`config.mk`:
```
export PLATFORM = sky130hd
export DESIGN_NAME = lck_sweep_sequencer
export DESIGN_NICKNAME = d
export VERILOG_FILES = /design/src/rtl/lck_sweep_pkg.sv /design/src/rtl/lck_a2_averager.sv /design/src/rtl/lck_sweep_sequencer.sv
export SDC_FILE = /design/constraint.sdc
export NUM_CORES = 1
export LEC_CHECK = 0
export ABC_CLOCK_PERIOD_IN_PS = 3650
export CAP_MARGIN = 20
export CORE_AREA = 2 2 477 479
export CTS_CLUSTER_SIZE = 24
export DETAILED_ROUTE_END_ITERATION = 10
export DIE_AREA = 0 0 479 481
export PLACE_DENSITY = 0.36
export SETUP_SLACK_MARGIN = 0.2
export SYNTH_ARGS = -nofsm -noshare
export SYNTH_HDL_FRONTEND = slang
export SYNTH_HIERARCHICAL = 1
export SYNTH_SLANG_ARGS = --single-unit
```
`constraint.sdc`:
```
create_clock -name a_clk -period 3.65 [get_ports a_clk]
set_input_delay 0.73 -clock a_clk [delete_from_list [all_inputs] [get_ports a_clk]]
set_output_delay 0.73 -clock a_clk [all_outputs]
set_load 0.01 [all_outputs]
```
`src/rtl/lck_sweep_pkg.sv`:
```
`default_nettype none
// ============================================================================
// Module  : lck_sweep_pkg
// Brief   : Shared types and constants for the lock-in N2 sweep sequencer.
// Revision: 1.0 - initial release
// ============================================================================
package lck_sweep_pkg;

    typedef enum logic [2:0] {
        IDLE   = 3'd0,
        CONFIG = 3'd1,
        SETTLE = 3'd2,
        ACCUM  = 3'd3,
        EMIT   = 3'd4,
        NEXT   = 3'd5
    } state_t;

    localparam int c_CFG_WORD_W = 32;

    localparam int c_W_CTRL     = 0;
    localparam int c_W_N2_START = 1;
    localparam int c_W_N2_STOP  = 2;
    localparam int c_W_SETTLE   = 3;
    localparam int c_W_AVG2     = 4;
    localparam int c_W_LCK_CFG  = 5;
    localparam int c_W_LCK_GAIN = 6;

    localparam int c_CTRL_START = 0;
    localparam int c_CTRL_ABORT = 1;
    localparam int c_CTRL_LOOP  = 2;

    localparam int c_AVG2_W = 5;

    localparam int c_RES_AVG_LSB = 0;
    localparam int c_RES_N2_LSB  = 48;

endpackage
`default_nettype wire

```
`src/rtl/lck_a2_averager.sv`:
```
`default_nettype none
// ============================================================================
// Module  : lck_a2_averager
// Brief   : Accumulates 2^avg2 qualified A2 samples after a clear, then holds
//           the shift-divided mean with o_done high until the next clear.
// Revision: 1.0 - initial release
// ============================================================================
module lck_a2_averager
    import lck_sweep_pkg::*;
#(
    parameter int DATA_WIDTH = 48,
    parameter int AVG2_MAX   = 16
) (
    input  logic                  a_clk,
    input  logic                  a_rst,
    input  logic                  i_clr,
    input  logic                  i_valid,
    input  logic [DATA_WIDTH-1:0] i_data,
    input  logic [c_AVG2_W-1:0]   i_avg2,
    output logic                  o_done,
    output logic [DATA_WIDTH-1:0] o_avg
);

    localparam int c_ACC_W = DATA_WIDTH + AVG2_MAX;
    localparam int c_CNT_W = AVG2_MAX + 1;

    logic [c_ACC_W-1:0] r_acc;
    logic [c_CNT_W-1:0] r_cnt;
    logic               r_active;
    logic               r_done;

    logic [c_CNT_W-1:0] w_target;
    logic [c_CNT_W-1:0] w_cnt_next;

    assign w_target   = {{(c_CNT_W-1){1'b0}}, 1'b1} << i_avg2;
    assign w_cnt_next = r_cnt + {{(c_CNT_W-1){1'b0}}, 1'b1};

    // Accumulator is AVG2_MAX bits wider than a sample, so the full run of
    // 2^AVG2_MAX maximum-value samples cannot overflow.
    always_ff @(posedge a_clk) begin
        if (a_rst) begin
            r_acc    <= '0;
            r_cnt    <= '0;
            r_active <= 1'b0;
            r_done   <= 1'b0;
        end else if (i_clr) begin
            r_acc    <= '0;
            r_cnt    <= '0;
            r_active <= 1'b1;
            r_done   <= 1'b0;
        end else if (r_active && i_valid) begin
            r_acc <= r_acc + {{AVG2_MAX{1'b0}}, i_data};
            r_cnt <= w_cnt_next;
            if (w_cnt_next == w_target) begin
                r_active <= 1'b0;
                r_done   <= 1'b1;
            end
        end
    end

    assign o_done = r_done;
    assign o_avg  = DATA_WIDTH'(r_acc >> i_avg2);

endmodule
`default_nettype wire

```
`src/rtl/lck_sweep_sequencer.sv`:
```
`default_nettype none
// ============================================================================
// Module  : lck_sweep_sequencer
// Brief   : Steps DDS N2 over a range, configures the lock-in per point,
//           averages A2 and streams {N2, avgA2} results.
//           Optional macro LCK_SWEEP_DOWN_EN enables descending sweeps.
// Revision: 1.0 - initial release
// ============================================================================
module lck_sweep_sequencer
    import lck_sweep_pkg::*;
#(
    parameter int configuration_address = 1000,
    parameter int LCK_CFG_ADDRESS       = 999,
    parameter int AM2_DATA_WIDTH        = 48,
    parameter int AVG2_MAX              = 16,
    parameter int N2_WIDTH              = 16
) (
    input  logic                               a_clk,
    input  logic                               a_rst,
    input  logic [31:0]                        config_addr,
    input  logic [511:0]                       config_data,
    output logic [31:0]                        lck_config_addr,
    output logic [511:0]                       lck_config_data,
    output logic [N2_WIDTH-1:0]                M_AXIS_DDS_N2_tdata,
    output logic                               M_AXIS_DDS_N2_tvalid,
    input  logic [AM2_DATA_WIDTH-1:0]          S_AXIS_A2_tdata,
    input  logic                               S_AXIS_A2_tvalid,
    output logic [N2_WIDTH+AM2_DATA_WIDTH-1:0] M_AXIS_RES_tdata,
    output logic                               M_AXIS_RES_tvalid,
    input  logic                               M_AXIS_RES_tready,
    output logic                               busy,
    output logic                               done
);

    localparam logic [c_AVG2_W-1:0] c_AVG2_LIMIT = c_AVG2_W'(AVG2_MAX);

    state_t r_state;
    state_t w_next;

    logic                               r_loop;
    logic [N2_WIDTH-1:0]                r_n2_start;
    logic [N2_WIDTH-1:0]                r_n2_stop;
    logic [31:0]                        r_settle_cycles;
    logic [c_AVG2_W-1:0]                r_avg2;
    logic [31:0]                        r_lck_config;
    logic [31:0]                        r_lck_gain;

    logic [N2_WIDTH-1:0]                r_n2;
    logic [31:0]                        r_settle_cnt;
    logic [N2_WIDTH+AM2_DATA_WIDTH-1:0] r_res_tdata;
    logic                               r_res_tvalid;
    logic                               r_busy;
    logic                               r_done;

    logic                               w_cap;
    logic                               w_start;
    logic                               w_abort;
    logic [N2_WIDTH-1:0]                w_n2_start_in;
    logic [c_AVG2_W-1:0]                w_avg2_raw;
    logic [c_AVG2_W-1:0]                w_avg2_clamped;
    logic                               w_last;
    logic [N2_WIDTH-1:0]                w_n2_step;
    logic                               w_settle_end;
    logic                               w_avg_clr;
    logic                               w_avg_done;
    logic [AM2_DATA_WIDTH-1:0]          w_avg;
    logic                               w_unused_cfg;

    assign w_cap   = (config_addr == 32'(configuration_address));
    assign w_start = w_cap && config_data[c_W_CTRL*c_CFG_WORD_W + c_CTRL_START];
    assign w_abort = w_cap && config_data[c_W_CTRL*c_CFG_WORD_W + c_CTRL_ABORT];

    assign w_n2_start_in  = config_data[c_W_N2_START*c_CFG_WORD_W +: N2_WIDTH];
    assign w_avg2_raw     = config_data[c_W_AVG2*c_CFG_WORD_W +: c_AVG2_W];
    assign w_avg2_clamped = (w_avg2_raw > c_AVG2_LIMIT) ? c_AVG2_LIMIT : w_avg2_raw;

    assign w_unused_cfg = ^{config_data[511:224], config_data[159:133],
                            config_data[95:80], config_data[63:48], config_data[31:3]};

    // Range comparisons (not equality) keep the sweep terminating even if the
    // stop value is rewritten behind the current point mid-sweep.
`ifdef LCK_SWEEP_DOWN_EN
    logic w_down;
    assign w_down    = (r_n2_stop < r_n2_start);
    assign w_last    = w_down ? (r_n2 <= r_n2_stop) : (r_n2 >= r_n2_stop);
    assign w_n2_step = w_down ? (r_n2 - 1'b1) : (r_n2 + 1'b1);
`else
    assign w_last    = (r_n2 >= r_n2_stop);
    assign w_n2_step = r_n2 + 1'b1;
`endif

    assign w_settle_end = (r_settle_cnt <= 32'd1);

    lck_a2_averager #(
        .DATA_WIDTH (AM2_DATA_WIDTH),
        .AVG2_MAX   (AVG2_MAX)
    ) u_averager (
        .a_clk   (a_clk),
        .a_rst   (a_rst),
        .i_clr   (w_avg_clr),
        .i_valid (S_AXIS_A2_tvalid),
        .i_data  (S_AXIS_A2_tdata),
        .i_avg2  (r_avg2),
        .o_done  (w_avg_done),
        .o_avg   (w_avg)
    );

    always_ff @(posedge a_clk) begin
        if (a_rst) begin
            r_state <= IDLE;
        end else begin
            r_state <= w_next;
        end
    end

    always_comb begin
        w_next = r_state;
        case (r_state)
            IDLE:    if (w_start) w_next = CONFIG;
            CONFIG:  w_next = SETTLE;
            SETTLE:  if (w_settle_end) w_next = ACCUM;
            ACCUM:   if (w_avg_done) w_next = EMIT;
            EMIT:    if (M_AXIS_RES_tready) w_next = NEXT;
            NEXT:    w_next = (w_last && !r_loop) ? IDLE : CONFIG;
            default: w_next = IDLE;
        endcase
        if (w_abort) begin
            w_next = IDLE;
        end
    end

    always_comb begin
        w_avg_clr       = (r_state == SETTLE) && w_settle_end;
        lck_config_addr = '0;
        lck_config_data = '0;
        if (r_state == CONFIG) begin
            lck_config_addr = 32'(LCK_CFG_ADDRESS);
            lck_config_data = {448'b0, r_lck_gain, r_lck_config};
        end
    end

    always_ff @(posedge a_clk) begin
        if (a_rst) begin
            r_loop          <= 1'b0;
            r_n2_start      <= '0;
            r_n2_stop       <= '0;
            r_settle_cycles <= '0;
            r_avg2          <= '0;
            r_lck_config    <= '0;
            r_lck_gain      <= '0;
            r_n2            <= '0;
            r_settle_cnt    <= '0;
            r_res_tdata     <= '0;
            r_res_tvalid    <= 1'b0;
            r_busy          <= 1'b0;
            r_done          <= 1'b0;
        end else begin
            if (w_cap) begin
                r_loop          <= config_data[c_W_CTRL*c_CFG_WORD_W + c_CTRL_LOOP];
                r_n2_start      <= w_n2_start_in;
                r_n2_stop       <= config_data[c_W_N2_STOP*c_CFG_WORD_W +: N2_WIDTH];
                r_settle_cycles <= config_data[c_W_SETTLE*c_CFG_WORD_W +: 32];
                r_avg2          <= w_avg2_clamped;
                r_lck_config    <= config_data[c_W_LCK_CFG*c_CFG_WORD_W +: 32];
                r_lck_gain      <= config_data[c_W_LCK_GAIN*c_CFG_WORD_W +: 32];
            end
            case (r_state)
                IDLE: begin
                    if (w_start && !w_abort) begin
                        r_n2   <= w_n2_start_in;
                        r_done <= 1'b0;
                        r_busy <= 1'b1;
                    end
                end
                CONFIG: begin
                    r_settle_cnt <= (r_settle_cycles == 32'd0) ? 32'd1 : r_settle_cycles;
                end
                SETTLE: begin
                    if (!w_settle_end) begin
                        r_settle_cnt <= r_settle_cnt - 32'd1;
                    end
                end
                ACCUM: begin
                    if (w_avg_done) begin
                        r_res_tdata  <= {r_n2, w_avg};
                        r_res_tvalid <= 1'b1;
                    end
                end
                EMIT: begin
                    if (M_AXIS_RES_tready) begin
                        r_res_tvalid <= 1'b0;
                    end
                end
                NEXT: begin
                    if (w_last) begin
                        if (r_loop) begin
                            r_n2 <= r_n2_start;
                        end else begin
                            r_done <= 1'b1;
                            r_busy <= 1'b0;
                        end
                    end else begin
                        r_n2 <= w_n2_step;
                    end
                end
                default: ;
            endcase
            // Abort drops any pending result and never reports completion.
            if (w_abort) begin
                r_busy       <= 1'b0;
                r_res_tvalid <= 1'b0;
                r_done       <= r_done;
            end
        end
    end

    assign M_AXIS_DDS_N2_tdata  = r_n2;
    assign M_AXIS_DDS_N2_tvalid = 1'b1;
    assign M_AXIS_RES_tdata     = r_res_tdata;
    assign M_AXIS_RES_tvalid    = r_res_tvalid;
    assign busy                 = r_busy;
    assign done                 = r_done;

endmodule
`default_nettype wire
```
# After elaboration in Yosys (flattened, before gate mapping)
# Cells that the tools add are included.
[word_totals] input_bits=596 out_inout_bits=628 wordCells=100 regBits=335
[op_classes] magnitude_cmp=3 n_reduce_logical=26 n_eq_ne=16 shift=2 bitwise_logic=1 n_mux=30 n_addsub=4
[ops] operator="$add A64 B48 Y64" count=1
[ops] operator="$mux W32" count=2
[ops] operator="$mux W64" count=1
[ops] operator="$pmux W32 S2" count=1
[ops] operator="$shr A64 B5 Y48" count=1
[ops] operator="$mux W16" count=3
[ops] operator="$eq A32 B10 Y1 const B" count=1
[ops] operator="$le A32 B1 Y1 const B" count=1
[ops] operator="$logic_not A32 Y1" count=1
[ops] operator="$pmux W16 S2" count=1
[ops] operator="$sub A32 B1 Y32 const B" count=1
[ops] operator="$pmux W3 S6" count=1
[ops] operator="$add A17 B1 Y17 const B" count=1
[ops] operator="$eq A17 B17 Y1" count=1
[ops] operator="$shl A1 B5 Y17 const A" count=1
[ops] operator="$add A16 B1 Y16 const B" count=1
[ops] operator="$ge A16 B16 Y1" count=1
[ops] operator="$ne A2 B2 Y1 const B" count=7
[ops] operator="$mux W1" count=12
[ops] operator="$mux W3" count=4
[ops] operator="$mux W10" count=1
[ops] operator="$reduce_bool A2 Y1" count=5
[ops] operator="$reduce_and A2 Y1" count=4
[ops] operator="$reduce_and A4 Y1" count=2
[ops] operator="other kinds (15)" count=27

# Depth between registers and ports, before layout
[depth] depth_word=6 mapped_depth=13 mapped_depth_nobuf=11

# Modules after synthesis
# Netlist, hierarchy kept.
[by_module_without_submodules] mod="lck_sweep_sequencer" area_each_um2=15048.2 seq_area_each_um2=5044.8 cells_each=2002 instances=1
[by_module_without_submodules] mod="lck_a2_averager" area_each_um2=9547.9 seq_area_each_um2=1661.6 cells_each=1276 instances=1

# Worst setup path after synthesis
# OpenSTA, ideal clock, no wires.
[synth_timing] path_kind="input to register" from="input S_AXIS_A2_tdata[0]" to="register u_averager.r_acc[30]" path_buffers=0 required_ns=3.530 path_stages=11 setup_slack_ns=0.019 setup_ns=0.120 t_arrival_ns=3.511 cell_sequence="ha_1 -> fa_1 -> a21o_1 -> a221o_1 -> a2111oi_4 -> o31ai_2 -> and4bb_1 -> or3_4 -> a31oi_1 -> nor3_1 -> a211o_1"
[synth_between] elab_chain_cells=1
[synth_rtl] element="from (decl)" line_no="lck_sweep_sequencer.sv:26" text="input logic [AM2_DATA_WIDTH-1:0] S_AXIS_A2_tdata,"
[synth_rtl] element="$add A64 B48 Y64" line_no="lck_a2_averager.sv:52" text="r_acc <= r_acc + {{AVG2_MAX{1'b0}}, i_data};"
[synth_rtl] element="to (signal assigned)" line_no="lck_a2_averager.sv:52"
[synth_rtl] element="to (decl)" line_no="lck_a2_averager.sv:27" text="logic [c_ACC_W-1:0] r_acc;"
# No other way between the ends.
# A chain may end at the register's enable or synchronous reset.

# Worst setup path after layout
[layout_timing] from="register r_state[0]" to="output lck_config_data[53]"
[layout_between] elab_chain_cells=2
[layout_rtl] element="from (decl)" line_no="lck_sweep_sequencer.sv:37" text="state_t r_state;"
[layout_rtl] element="from (signal assigned)" line_no="lck_sweep_sequencer.sv:112" text="r_state <= w_next;"
[layout_rtl] element="$eq A3 B1 Y1" line_no="lck_sweep_sequencer.sv:136" text="if (r_state == CONFIG) begin"
[layout_rtl] element="$mux W64" line_no="lck_sweep_sequencer.sv:136"
[layout_rtl] element="to (decl)" line_no="lck_sweep_sequencer.sv:23" text="output logic [511:0] lck_config_data,"
# No other way between the ends.

==> results_dict.tcl <==
set metrics [dict create \
    cts_tree "built" \
    syn_to_final_growth_pct 35.1 \
    wl_per_cell_um 16.9 \
    ys_warn_count 6 \
    htreeDepth 2 \
    multiInputGateArea_um2 15200 \
    regArea_um2 6720 \
    ant_nets 0 \
    drc 0 \
    slew_headroom 0.394 \
    grt_pass1_vias 21287 \
    rr_endpoint "u_averager/r_acc[36]" \
    final_area_um2 33200 \
    place_area_um2 31100 \
    cp-end-kind "output port" \
    finalHoldViolCount 0 \
    nets 4376 \
    synth_cells 3278 \
    grt_overflow 0 \
    hold_path_end "r_lck_config[22]" \
    layout_commonest_cell "nand2_1" \
    setup_violations 0 \
    dp_hpwl_um 90500 \
    setup_ws_ns 0.265 \
    ys.flop_type "dfxtp_1" \
    path_clk_slew_ns 0.07 \
    post-place-ws_ns -0.721 \
    ys_ff_latch 335 \
    synth.area.top_cells "dfxtp_1 27%, buf_4 15%, nand2_1 11%" \
    nFillCells 25800 \
    crit_arrival_ns 2.65 \
    cts.sinks 335 \
    clock_path_buffers 3 \
    async_reset_ff_frac 0 \
    timing.final.crit_share 0.927 \
    run_status "complete, no violations" \
    critPathRequiredTime_ns 2.92 \
    drv_cap 0 \
    drv_slew 0 \
    worst_slew_pin_slew_ns 0.902 \
    hold_depth 2 \
    pin_count 1224 \
    yosysTopAreaCell "dfxtp_1" \
    finalClockSkew_ns 0.0570 \
    cp_max_fo 7 \
    synth_cell_type_count 93 \
    cp-start-kind "register" \
    period_minus_slack_ns 3.38 \
    routabilityCongestion 0.811 \
    r2r_slack_ns 0.36 \
    grt_pass1_wl_um 158000 \
    cts_root_buffer "clkbuf_16" \
    synth_top_area_share 0.273 \
    drtIter0Drc 1378 \
    power.density_nw_per_um2 304 \
    rsz0062_at_grt "yes" \
    core-area_um2 226000 \
    dr.pass1.iters 5 \
    dieArea_um2 230000 \
    clock_latency_ns 0.67 \
    worstHoldStart "r_lck_config[22]" \
    die_x_um 479 \
    whs_ns 0.450 \
    grt_usage 0.0937 \
    syn_area_per_cell_um2 7.50 \
    peakVddDrop_v 0.000357 \
    mostFrequentLayoutCells "734 x nand2_1, 473 x conb_1, 379 x a21oi_1" \
    p_leak_nw 12.2 \
    final_util 0.147 \
    via_count 23141 \
    synth_edf_count 0 \
    hp-class "register to register" \
    core.rowCount 175 \
    port_buffers 374 \
    viasPerCell 3.42 \
    synth_seq_area_share 0.273 \
    crit-reg2reg-launch "u_averager/r_acc[3]" \
    die_h_um 481 \
    wl_um 114000 \
    antenna_found_initial 31 \
    crit_type "register to output port" \
    reg2reg_depth 12 \
    synth_area_um2 24600 \
    grt_max_degree 112 \
    drive_gt1_frac 0.118 \
    start_util 0.109 \
    cts_buffers 52 \
    max_freq_mhz 295 \
]
==> sequential cells by signal, indices dropped and copies added, names as in the netlist, 3 cells and up <==
signal               cells
r_avg2                   5
r_n2_stop               16
r_settle_cycles         32
r_state                  3
r_settle_cnt            32
r_lck_gain              32
M_AXIS_DDS_N2_tdata     16
M_AXIS_RES_tdata        64
r_lck_config            32
u_averager/r_acc        64
r_n2_start              16
u_averager/r_cnt        17
==> synthesized netlist by cell type, drive strengths merged, types with 14 or more instances <==
| cell type | instances |
|---|---|
| clkbuf | 136 |
| and2 | 76 |
| mux4 | 46 |
| a21oi | 380 |
| nor2 | 139 |
| nand3b | 14 |
| or3 | 32 |
| nor3 | 41 |
| a31oi | 29 |
| o31ai | 27 |
| nand3 | 57 |
| ha | 68 |
| o211ai | 18 |
| buf | 538 |
| xnor2 | 41 |
| a21o | 40 |
| dfxtp | 335 |
| o21ai | 106 |
| xor2 | 40 |
| nand4 | 23 |
| mux2i | 69 |
| nor4 | 30 |
| inv | 41 |
| and3 | 18 |
| nand2 | 734 |
==> where the power goes <==
part | switching [mW] | total [mW] | internal [mW]
clock network | 2.22 | 5.66 | 3.44
logic | 0.467 | 0.774 | 0.307
registers | 0.00000186 | 3.66 | 3.66
total | 2.69 | 10.1 | 7.41
==> critical path, cell delays in order, from the launching register on <==
cell             delay (ns)
dfxtp_1                0.33
or3b_4                 0.50
inv_4                  0.19
and2_2                 0.34
clkdlybuf4s50_1        0.60
==> logic make-up (layout without fill, tap and decap cells) <==
kind of cell | after synthesis | after routing | synth area share
simple gates | 1228 | 1228 | 0.225
compound gates | 721 | 721 | 0.176
buf+inv | 715 | 721 | 0.186
flops | 335 | 335 | 0.273
mux | 127 | 127 | 0.0757
xor+xnor | 81 | 81 | 0.0288
fa+ha+maj | 69 | 69 | 0.0354
other cells | 2 | 484 | 0.000305
==> final cells by class <==
cell class,instances,area share
timing repair buffer,580,0.165
multi-input combinational,2699,0.457
timing repair inverter,2,0.000376
tap,3009,0.113
clock buffer,68,0.0446
clock inverter,30,0.0124
antenna,11,0.000828
inverter,41,0.00501
sequential,335,0.202
==> metal layers <==
layer  global-route usage  share of wire
met3               0.0152          0.050
met2                0.153           0.46
met4               0.0230          0.021
met1                0.128           0.47
met5                    0        0.00011
==> worst max-delay path by stage <==
| stage | from | endpoint | slack [ns] |
|---|---|---|---|
| floorplan | S_AXIS_A2_tdata[0] | u_averager/r_acc[30] | 0.20 |
| global placement | S_AXIS_A2_tdata[0] | u_averager/r_acc[44] | -0.78 |
| detailed placement | S_AXIS_A2_tdata[0] | u_averager/r_acc[44] | -0.72 |
| CTS | r_state[0] | lck_config_data[54] | 0.14 |
| global route | S_AXIS_A2_tdata[10] | u_averager/r_acc[36] | 0.17 |
| finish | r_state[0] | lck_config_data[53] | 0.27 |
==> through the flow <==
step / setup TNS, ns / power [mW] / cells
floorplan: 0 / 4.48 / 3749
global placement: -14.72 / 4.50 / 6657
detailed placement: -13.23 / 4.50 / 6657
CTS: 0 / 10.4 / 6764
global route: 0 / 10.5 / 6767
finish: 0 / 10.1 / 6775
==> what timing repair did <==
action                                  in CTS  in global routing
gates resized for setup                     43                 10
setup buffers                                6                  0
endpoints found under the setup margin      77                 28
hold buffers                                 0                  0
cloned                                       3                  0
pin swaps                                    3                  0
Power figures use the tool's default switching activity.
